File: config.mk
export PLATFORM = sky130hd
export DESIGN_NAME = lfsr_tap_search_flat
export DESIGN_NICKNAME = d
export VERILOG_FILES = /design/src/rtl/lfsr_tap_search_pkg.sv /design/src/rtl/lfsr_tap_search_if.sv /design/src/rtl/lfsr_tap_search_step.sv /design/src/rtl/lfsr_tap_search.sv /design/src/flat_wrapper.sv
export SDC_FILE = /design/constraint.sdc
export NUM_CORES = 1
export LEC_CHECK = 0
export CAP_MARGIN = 20
export CORE_ASPECT_RATIO = 1.5
export CORE_MARGIN = 2
export CORE_UTILIZATION = 40
export CTS_CLUSTER_DIAMETER = 30
export DETAILED_ROUTE_END_ITERATION = 10
export GPL_TIMING_DRIVEN = 0
export MAX_ROUTING_LAYER = met4
export PLACE_DENSITY_LB_ADDON = 0.05
export SLEW_MARGIN = 20
export SYNTH_ARGS = -nofsm -noshare
export SYNTH_HDL_FRONTEND = slang
export SYNTH_SLANG_ARGS = --single-unit
File: constraint.sdc
create_clock -name Clk -period 2.9 [get_ports Clk]
set_clock_uncertainty 0.1 [all_clocks]
set_input_delay 0.29 -clock Clk [delete_from_list [all_inputs] [get_ports Clk]]
set_output_delay 0.29 -clock Clk [all_outputs]
set_load 0.01 [all_outputs]
File: src/rtl/lfsr_tap_search_pkg.sv
// Shared types and constants for the LFSR tap-search block and its
// encrypt/decrypt datapath.
package lfsr_pkg;

  localparam int unsigned LFSR_W     = 7;
  localparam logic [7:0]  SPACE_CHAR = 8'h20;

  typedef enum logic [1:0] {
    IDLE   = 2'd0,
    LOAD   = 2'd1,
    SEARCH = 2'd2,
    DONE   = 2'd3
  } state_e;

endpackage

File: src/rtl/lfsr_tap_search_if.sv
// Bus bundle for lfsr_tap_search: start/status, data-memory read port and
// tap-table lookup port. Cycles exists only with LFSR_TAP_SEARCH_STATS_EN.
interface lfsr_tap_search_if;
  import lfsr_pkg::*;

  logic              Start;
  logic [7:0]        MemAddr;
  logic [7:0]        MemData;
  logic [7:0]        TapIdx;
  logic [7:0]        TapPattern;
  logic              Busy;
  logic              Done;
  logic              Found;
  logic [7:0]        FoundIdx;
  logic [LFSR_W-1:0] Seed;
`ifdef LFSR_TAP_SEARCH_STATS_EN
  logic [15:0]       Cycles;
`endif

  // Search engine side
  modport slave (
    input  Start, MemData, TapPattern,
    output MemAddr, TapIdx, Busy, Done, Found, FoundIdx, Seed
`ifdef LFSR_TAP_SEARCH_STATS_EN
    , output Cycles
`endif
  );

  // Controller / memory / tap-table side
  modport master (
    output Start, MemData, TapPattern,
    input  MemAddr, TapIdx, Busy, Done, Found, FoundIdx, Seed
`ifdef LFSR_TAP_SEARCH_STATS_EN
    , input Cycles
`endif
  );

endinterface

File: src/rtl/lfsr_tap_search_step.sv
// One step of the 7-bit Fibonacci LFSR: shift left, feedback is the parity
// of the tapped state bits. Shared with the encrypt/decrypt datapath.
module lfsr_step
  import lfsr_pkg::*;
(
  input  logic [LFSR_W-1:0] state,
  input  logic [LFSR_W-1:0] tap,
  output logic [LFSR_W-1:0] nxt
);

  // Shift in the tapped parity at bit 0
  assign nxt = {state[LFSR_W-2:0], ^(state & tap)};

endmodule

File: src/rtl/lfsr_tap_search.sv
// Recovers the tap index and 7-bit seed that produced an encrypted preamble
// of space characters. Buffers CHECK_LEN ciphertext bytes, then tries each
// tap-table entry in ascending order, one LFSR step per cycle.
// Optional: LFSR_TAP_SEARCH_STATS_EN adds the Cycles performance counter.
module lfsr_tap_search
  import lfsr_pkg::*;
#(
  parameter int unsigned NUM_TAPS  = 9,
  parameter int unsigned CHECK_LEN = 7,
  parameter logic [7:0]  BASE_ADDR = 8'h40
) (
  input logic              Clk,
  input logic              Reset_n,
  lfsr_tap_search_if.slave bus
);

  localparam int unsigned IDX_W = $clog2(CHECK_LEN);
  localparam int unsigned CNT_W = $clog2(CHECK_LEN + 1);
  localparam logic [LFSR_W-1:0] SPACE_LO = SPACE_CHAR[LFSR_W-1:0];

  state_e            state_q, state_d;
  logic [CNT_W-1:0]  cnt_q, cnt_d;
  logic [IDX_W-1:0]  j_q, j_d;
  logic [7:0]        k_q, k_d;
  logic [LFSR_W-1:0] lfsr_q, lfsr_d;
  logic [LFSR_W-1:0] seed_q, seed_d;
  logic [LFSR_W-1:0] ct_q [CHECK_LEN];
  logic [LFSR_W-1:0] ct_d [CHECK_LEN];
  logic [7:0]        mem_addr_q, mem_addr_d;
  logic [7:0]        found_idx_q, found_idx_d;
  logic              busy_q, busy_d;
  logic              done_q, done_d;
  logic              found_q, found_d;

  logic              accept_c;
  logic [LFSR_W-1:0] nxt_c;
  logic [LFSR_W-1:0] exp_c;
  logic [LFSR_W-1:0] seed_c;

  // Candidate next LFSR state for the tap currently presented by the table
  lfsr_step u_step (
    .state (lfsr_q),
    .tap   (bus.TapPattern[LFSR_W-1:0]),
    .nxt   (nxt_c)
  );

  // Start is only honoured when no search is in flight
  assign accept_c = bus.Start && ((state_q == IDLE) || (state_q == DONE));
  assign exp_c    = ct_q[j_q] ^ SPACE_LO;
  assign seed_c   = ct_q[0] ^ SPACE_LO;

  // Next-state and datapath updates for load and search phases
  always_comb begin
    state_d     = state_q;
    cnt_d       = cnt_q;
    j_d         = j_q;
    k_d         = k_q;
    lfsr_d      = lfsr_q;
    seed_d      = seed_q;
    ct_d        = ct_q;
    mem_addr_d  = mem_addr_q;
    found_idx_d = found_idx_q;
    busy_d      = busy_q;
    done_d      = done_q;
    found_d     = found_q;

    case (state_q)
      IDLE, DONE: begin
        if (accept_c) begin
          state_d     = LOAD;
          cnt_d       = '0;
          k_d         = '0;
          mem_addr_d  = BASE_ADDR;
          busy_d      = 1'b1;
          done_d      = 1'b0;
          found_d     = 1'b0;
          found_idx_d = '0;
          seed_d      = '0;
        end
      end

      LOAD: begin
        // Read data trails the address by one cycle
        if (cnt_q != '0) begin
          ct_d[IDX_W'(cnt_q - CNT_W'(1))] = bus.MemData[LFSR_W-1:0];
        end
        if (cnt_q == CNT_W'(CHECK_LEN)) begin
          seed_d     = seed_c;
          lfsr_d     = seed_c;
          k_d        = '0;
          j_d        = IDX_W'(1);
          mem_addr_d = '0;
          // An all-zero seed locks the LFSR up; nothing to search
          if (seed_c == '0) begin
            state_d = DONE;
            busy_d  = 1'b0;
            done_d  = 1'b1;
            found_d = 1'b0;
          end else begin
            state_d = SEARCH;
          end
        end else begin
          cnt_d = cnt_q + CNT_W'(1);
          if (32'(cnt_q) + 32'd1 < CHECK_LEN) begin
            mem_addr_d = BASE_ADDR + 8'(cnt_q) + 8'd1;
          end else begin
            mem_addr_d = '0;
          end
        end
      end

      SEARCH: begin
        if (nxt_c == exp_c) begin
          if (j_q == IDX_W'(CHECK_LEN - 1)) begin
            state_d     = DONE;
            busy_d      = 1'b0;
            done_d      = 1'b1;
            found_d     = 1'b1;
            found_idx_d = k_q;
          end else begin
            lfsr_d = nxt_c;
            j_d    = j_q + IDX_W'(1);
          end
        end else if (32'(k_q) < NUM_TAPS - 1) begin
          k_d    = k_q + 8'd1;
          lfsr_d = seed_q;
          j_d    = IDX_W'(1);
        end else begin
          state_d = DONE;
          busy_d  = 1'b0;
          done_d  = 1'b1;
          found_d = 1'b0;
        end
      end

      default: ;
    endcase
  end

  // State and datapath registers
  always_ff @(posedge Clk or negedge Reset_n) begin
    if (!Reset_n) begin
      state_q     <= IDLE;
      cnt_q       <= '0;
      j_q         <= '0;
      k_q         <= '0;
      lfsr_q      <= '0;
      seed_q      <= '0;
      ct_q        <= '{default: '0};
      mem_addr_q  <= '0;
      found_idx_q <= '0;
      busy_q      <= 1'b0;
      done_q      <= 1'b0;
      found_q     <= 1'b0;
    end else begin
      state_q     <= state_d;
      cnt_q       <= cnt_d;
      j_q         <= j_d;
      k_q         <= k_d;
      lfsr_q      <= lfsr_d;
      seed_q      <= seed_d;
      ct_q        <= ct_d;
      mem_addr_q  <= mem_addr_d;
      found_idx_q <= found_idx_d;
      busy_q      <= busy_d;
      done_q      <= done_d;
      found_q     <= found_d;
    end
  end

`ifdef LFSR_TAP_SEARCH_STATS_EN
  logic [15:0] cycles_q, cycles_d;
  logic [16:0] cycles_sum_c;

  // Busy cycles plus the first Done cycle, saturating; frozen in DONE
  always_comb begin
    cycles_d     = cycles_q;
    cycles_sum_c = 17'(cycles_q) + ((state_d == DONE) ? 17'd2 : 17'd1);
    if (accept_c) begin
      cycles_d = '0;
    end else if ((state_q == LOAD) || (state_q == SEARCH)) begin
      cycles_d = (cycles_sum_c > 17'h0FFFF) ? 16'hFFFF : cycles_sum_c[15:0];
    end
  end

  // Cycle counter register
  always_ff @(posedge Clk or negedge Reset_n) begin
    if (!Reset_n) begin
      cycles_q <= '0;
    end else begin
      cycles_q <= cycles_d;
    end
  end

  assign bus.Cycles = cycles_q;
`endif

  assign bus.MemAddr  = mem_addr_q;
  assign bus.TapIdx   = k_q;
  assign bus.Busy     = busy_q;
  assign bus.Done     = done_q;
  assign bus.Found    = found_q;
  assign bus.FoundIdx = found_idx_q;
  assign bus.Seed     = seed_q;

  // Bit 7 of ciphertext and of the tap pattern carry no information here
  logic unused_bits;
  assign unused_bits = ^{bus.MemData[7], bus.TapPattern[7]};

endmodule

File: src/flat_wrapper.sv
// flat-port wrapper written by rule: the top's interface ports become plain ports
module lfsr_tap_search_flat import lfsr_pkg::*;
#(
  parameter int unsigned NUM_TAPS  = 9,
  parameter int unsigned CHECK_LEN = 7,
  parameter logic [7:0]  BASE_ADDR = 8'h40
)
  (Clk, Reset_n, bus_Start, bus_MemData, bus_TapPattern, bus_MemAddr, bus_TapIdx, bus_Busy, bus_Done, bus_Found, bus_FoundIdx, bus_Seed);
  lfsr_tap_search_if bus_i ();
  input logic Clk;
  input logic Reset_n;
  input wire logic [$bits(bus_i.Start)-1:0] bus_Start;
  input wire logic [$bits(bus_i.MemData)-1:0] bus_MemData;
  input wire logic [$bits(bus_i.TapPattern)-1:0] bus_TapPattern;
  output wire logic [$bits(bus_i.MemAddr)-1:0] bus_MemAddr;
  output wire logic [$bits(bus_i.TapIdx)-1:0] bus_TapIdx;
  output wire logic [$bits(bus_i.Busy)-1:0] bus_Busy;
  output wire logic [$bits(bus_i.Done)-1:0] bus_Done;
  output wire logic [$bits(bus_i.Found)-1:0] bus_Found;
  output wire logic [$bits(bus_i.FoundIdx)-1:0] bus_FoundIdx;
  output wire logic [$bits(bus_i.Seed)-1:0] bus_Seed;
  assign bus_i.Start = bus_Start;
  assign bus_i.MemData = bus_MemData;
  assign bus_i.TapPattern = bus_TapPattern;
  assign bus_MemAddr = bus_i.MemAddr;
  assign bus_TapIdx = bus_i.TapIdx;
  assign bus_Busy = bus_i.Busy;
  assign bus_Done = bus_i.Done;
  assign bus_Found = bus_i.Found;
  assign bus_FoundIdx = bus_i.FoundIdx;
  assign bus_Seed = bus_i.Seed;
  lfsr_tap_search #(.NUM_TAPS(NUM_TAPS), .CHECK_LEN(CHECK_LEN), .BASE_ADDR(BASE_ADDR)) u_core (.Clk(Clk), .Reset_n(Reset_n), .bus(bus_i));
endmodule
==> key figures <==
STA
  • Min cycle time layout: 3.193 ns
  • Final setup fails: 19
  • Final setup margin: -0.2933 ns
  • Fin. max-slew vios: 0
  • Slew @ Worst Pin: 0.7865 ns
  • Crit share post-route: 110.1%
  • Hold Fails Final Rpt: 0
  • WHS: 0.2533 ns
  • FMAX: 313.2 MHz
  • Final TNS setup: -3.223 ns
  • Slew margin rel.: 47.22%
  • RSZ-0062 raised after global routing: true

CTS
  • CTS Buf Count: 9
  • Clock sinks: 95
  • H-tree levels: 3
  • CTS root buf: clkbuf_16
  • Skew-Pair Late Insertion Delay: 0.34 ns
  • Clock-pin slew on the worst setup and hold paths: 0.07 ns
  • TritonCTS clock tree: built
  • Deepest clock path buffer count: 2

Power
  • Leakage Power: 2.697 nW
  • P_sw: 2.484 mW
  • Total internal power: 4.064 mW
  • PwrDens: 1029 nW/um2
  • Peak supply drop: 0.0003961 V
  • Logic pwr share: 47.1%
  • Switch share: 37.94%
  • Total chip power: 6.548 mW
  • Sequential power share: 34.3%
  • Clk network pwr share: 18.6%

Setup path
  • Most used cell, CP: buf_6
  • R2r endpoint: u_core.lfsr_q[2]
  • R2R Setup Slk: -0.29 ns
  • Setup CP Type: reg -> reg
  • Register-to-Register Path Depth: 11
  • Crit. End Element: flop
  • Data required time at the worst endpoint: 3.03 ns
  • Startpoint Class: flop
  • Slowest stage cell on the critical path: nor4_4
  • Critical Path, Cell by Cell: buf_6 -> buf_6 -> mux2_4 -> a221oi_4 -> nor3_2 -> nand4b_4 -> nor4_4 -> mux2i_2 -> o21a_1 -> buf_6 -> mux2_4
  • Worst stage delay on the critical path: 0.42 ns
  • CP arrival: 3.32 ns
  • Max FO, Critical Path: 5
  • Reg-to-Reg Start: u_core.j_q[1]

Run status
  • Failing checks: negative setup slack
  • Outcome: complete, but fails checks

Synth
  • Yosys warnings: 0
  • Count leader, synth: dfrtp_1
  • Seq/Total Area, Yosys: 47.52%
  • Mapped Avg Cell Area: 11.29 um2
  • Top cells by area, synth: dfrtp_1, mux2_2, mux2i_1
  • Syn Inst Count: 443
  • Commonest register cell after synthesis: dfrtp_1
  • Top-area cell type share of the netlist area: 47.52%
  • Seq cells post-synth: 95
  • Synth unique cells: 51
  • Post-Synthesis Cell Area: 5002 um2
  • Top post-synthesis cells by count: dfrtp_1, mux2_2, nand2_1, mux2i_1, o21ai_0
  • Asr flop ratio synth: 100.0%
  • Leading area contributor after synthesis: dfrtp_1
  • Post-synth EDFFs: 0

Die
  • Area of the core: 12320 um2
  • Die extent in y: 141.0 um
  • Die Width: 95.31 um
  • Initial Util: 40.59%
  • I/O Pins: 53
  • Die area: 13430 um2
  • Row cnt: 50

Global route
  • GRT overflow: 0
  • Largest net degree at the start of global routing: 79
  • Vias in the first global route: 3867
  • First-pass GRT wire length: 21.11 mm
  • GRT Total Usage: 21.23%
  • Initial antenna violation count: 0

Layout
  • Share of layout cells above drive strength 1: 26.67%
  • Antenna Diode Count: 0
  • Synth-to-layout area growth: 27.19%
  • Finished layout cell area: 6362 um2
  • Core Util, Final: 51.62%
  • Nets@finish: 549
  • Final Instance Count excl. Fillers: 681

Drt
  • First-pass detailed-route iteration total: 4
  • Via density: 5.510
  • DR WL/cell: 19.11 um
  • DRC violations left: 0
  • Antenna-violating nets left: 0
  • WL final: 13.01 mm
  • Initial detailed-routing violation count: 268
  • Routed vias: 3752

Place
  • GPL Wtd Cong: 0.8386
  • Dpl cells: 652
  • Dpl ws: -0.5427 ns
  • IO buf count: 47
  • Half-perimeter wire length after placement: 9.264 mm
  • Placed instance area: 5752 um2

Run
  • MaxCap Viol Count: 0

Min path
  • Hold Crit Class: in -> async
power groups by stage:
stage	logic, mW	registers, mW	clock network (mW)
2_1_floorplan	1.94	2.14	0
3_3_place_gp	2.63	2.23	0
3_5_place_dp	2.71	2.25	0
4_1_cts	2.94	2.23	1.25
5_1_grt	3.37	2.33	1.30
6_report	3.09	2.25	1.22
sequential cells by signal (all words and copies together) (netlist names):
signal               cells
u_core.bus.TapIdx        8
u_core.bus.Done          1
u_core.bus.MemAddr       5
u_core.ct_q             49
u_core.bus.FoundIdx      8
u_core.state_q           2
u_core.lfsr_q            7
u_core.bus.Busy          1
u_core.bus.Seed          7
u_core.bus.Found         1
u_core.j_q               3
u_core.cnt_q             3
timing repair:
action | in CTS | in global routing
pin swaps | 7 | 5
gates cloned | 1 | 0
hold endpoints to repair | 17 | 0
hold buffers | 1 | 0
endpoints found under the setup margin | 35 | 55
setup buffers | 9 | 5
gates resized for setup | 20 | 21
final cells by class:
cell class / instances / area [um2]
Fill cell: 1126 / 5962
Multi-Input combinational cell: 313 / 2623
Sequential cell: 95 / 2379
Timing Repair Buffer: 67 / 680.7
Clock buffer: 10 / 239.0
Tap cell: 156 / 195.2
Buffer: 21 / 126.4
Clock inverter: 6 / 70.07
Inverter: 13 / 50.05
per-layer routing:
metal	global-route usage, %	vias up	part of all wire (%)
met4	6.484	0	1.5
met5	-	-	0
li1	-	1776	-
met1	26.45	1899	41
met3	2.779	11	2.9
met2	35.62	66	54
layout by cell type, fill, tap and decap left out, drive strengths merged, types with 2 or more instances in the layout:
cell	synthesis	final
a21oi	14	14
a221oi	2	2
a22o	12	12
a22oi	10	10
a31oi	6	6
and2	5	5
and3	4	4
buf	8	28
clkbuf	16	23
clkdlybuf4s50	0	46
clkinv	1	3
clkinvlp	0	3
conb	1	3
dfrtp	95	95
ha	10	10
inv	12	12
mux2	66	66
mux2i	24	24
nand2	29	29
nand2b	2	2
nand3	6	6
nand4	4	4
nand4b	3	3
nor2	19	19
nor2b	19	19
nor3	7	7
nor4	4	4
o211ai	3	3
o21a	3	3
o21ai	22	22
o221ai	6	6
o22ai	5	5
or2	2	2
or3	6	6
xnor2	4	4
xnor3	2	2
critical path: cells and delay by family, from the launching register on:
family          cells  cell delay [ns]
buf+inv             3             0.42
compound gates      2             0.57
simple gates        3             0.70
flops               1             0.41
mux                 3             0.88
worst max path at each step:
stage | start | end | slack, ns | cells past startpoint
CTS | u_core.j_q[1] | u_core.lfsr_q[2] | -0.34 | 11
global route | u_core.j_q[1] | u_core.lfsr_q[2] | -0.42 | 11
global placement | Reset_n | u_core.ct_q[40] | -2.21 | 1
detailed placement | bus_TapPattern[4] | u_core.lfsr_q[2] | -0.54 | 10
finish | u_core.j_q[1] | u_core.lfsr_q[2] | -0.29 | 11
floorplan | u_core.j_q[1] | u_core.j_q[1] | 0.03 | 11
logic make-up after synthesis:
logic type	Yosys count	share of synthesized area, %
AND/OR/NAND/NOR	112	11.91
flip-flops	95	47.52
AO/OA/AOI/OAI	91	12.21
multiplexers	91	20.64
buffers and inverters	37	3.552
adder cells (fa/ha/maj)	10	2.501
XOR/XNOR	6	1.601
other	1	0.07497
Power figures use the tool's default switching activity.
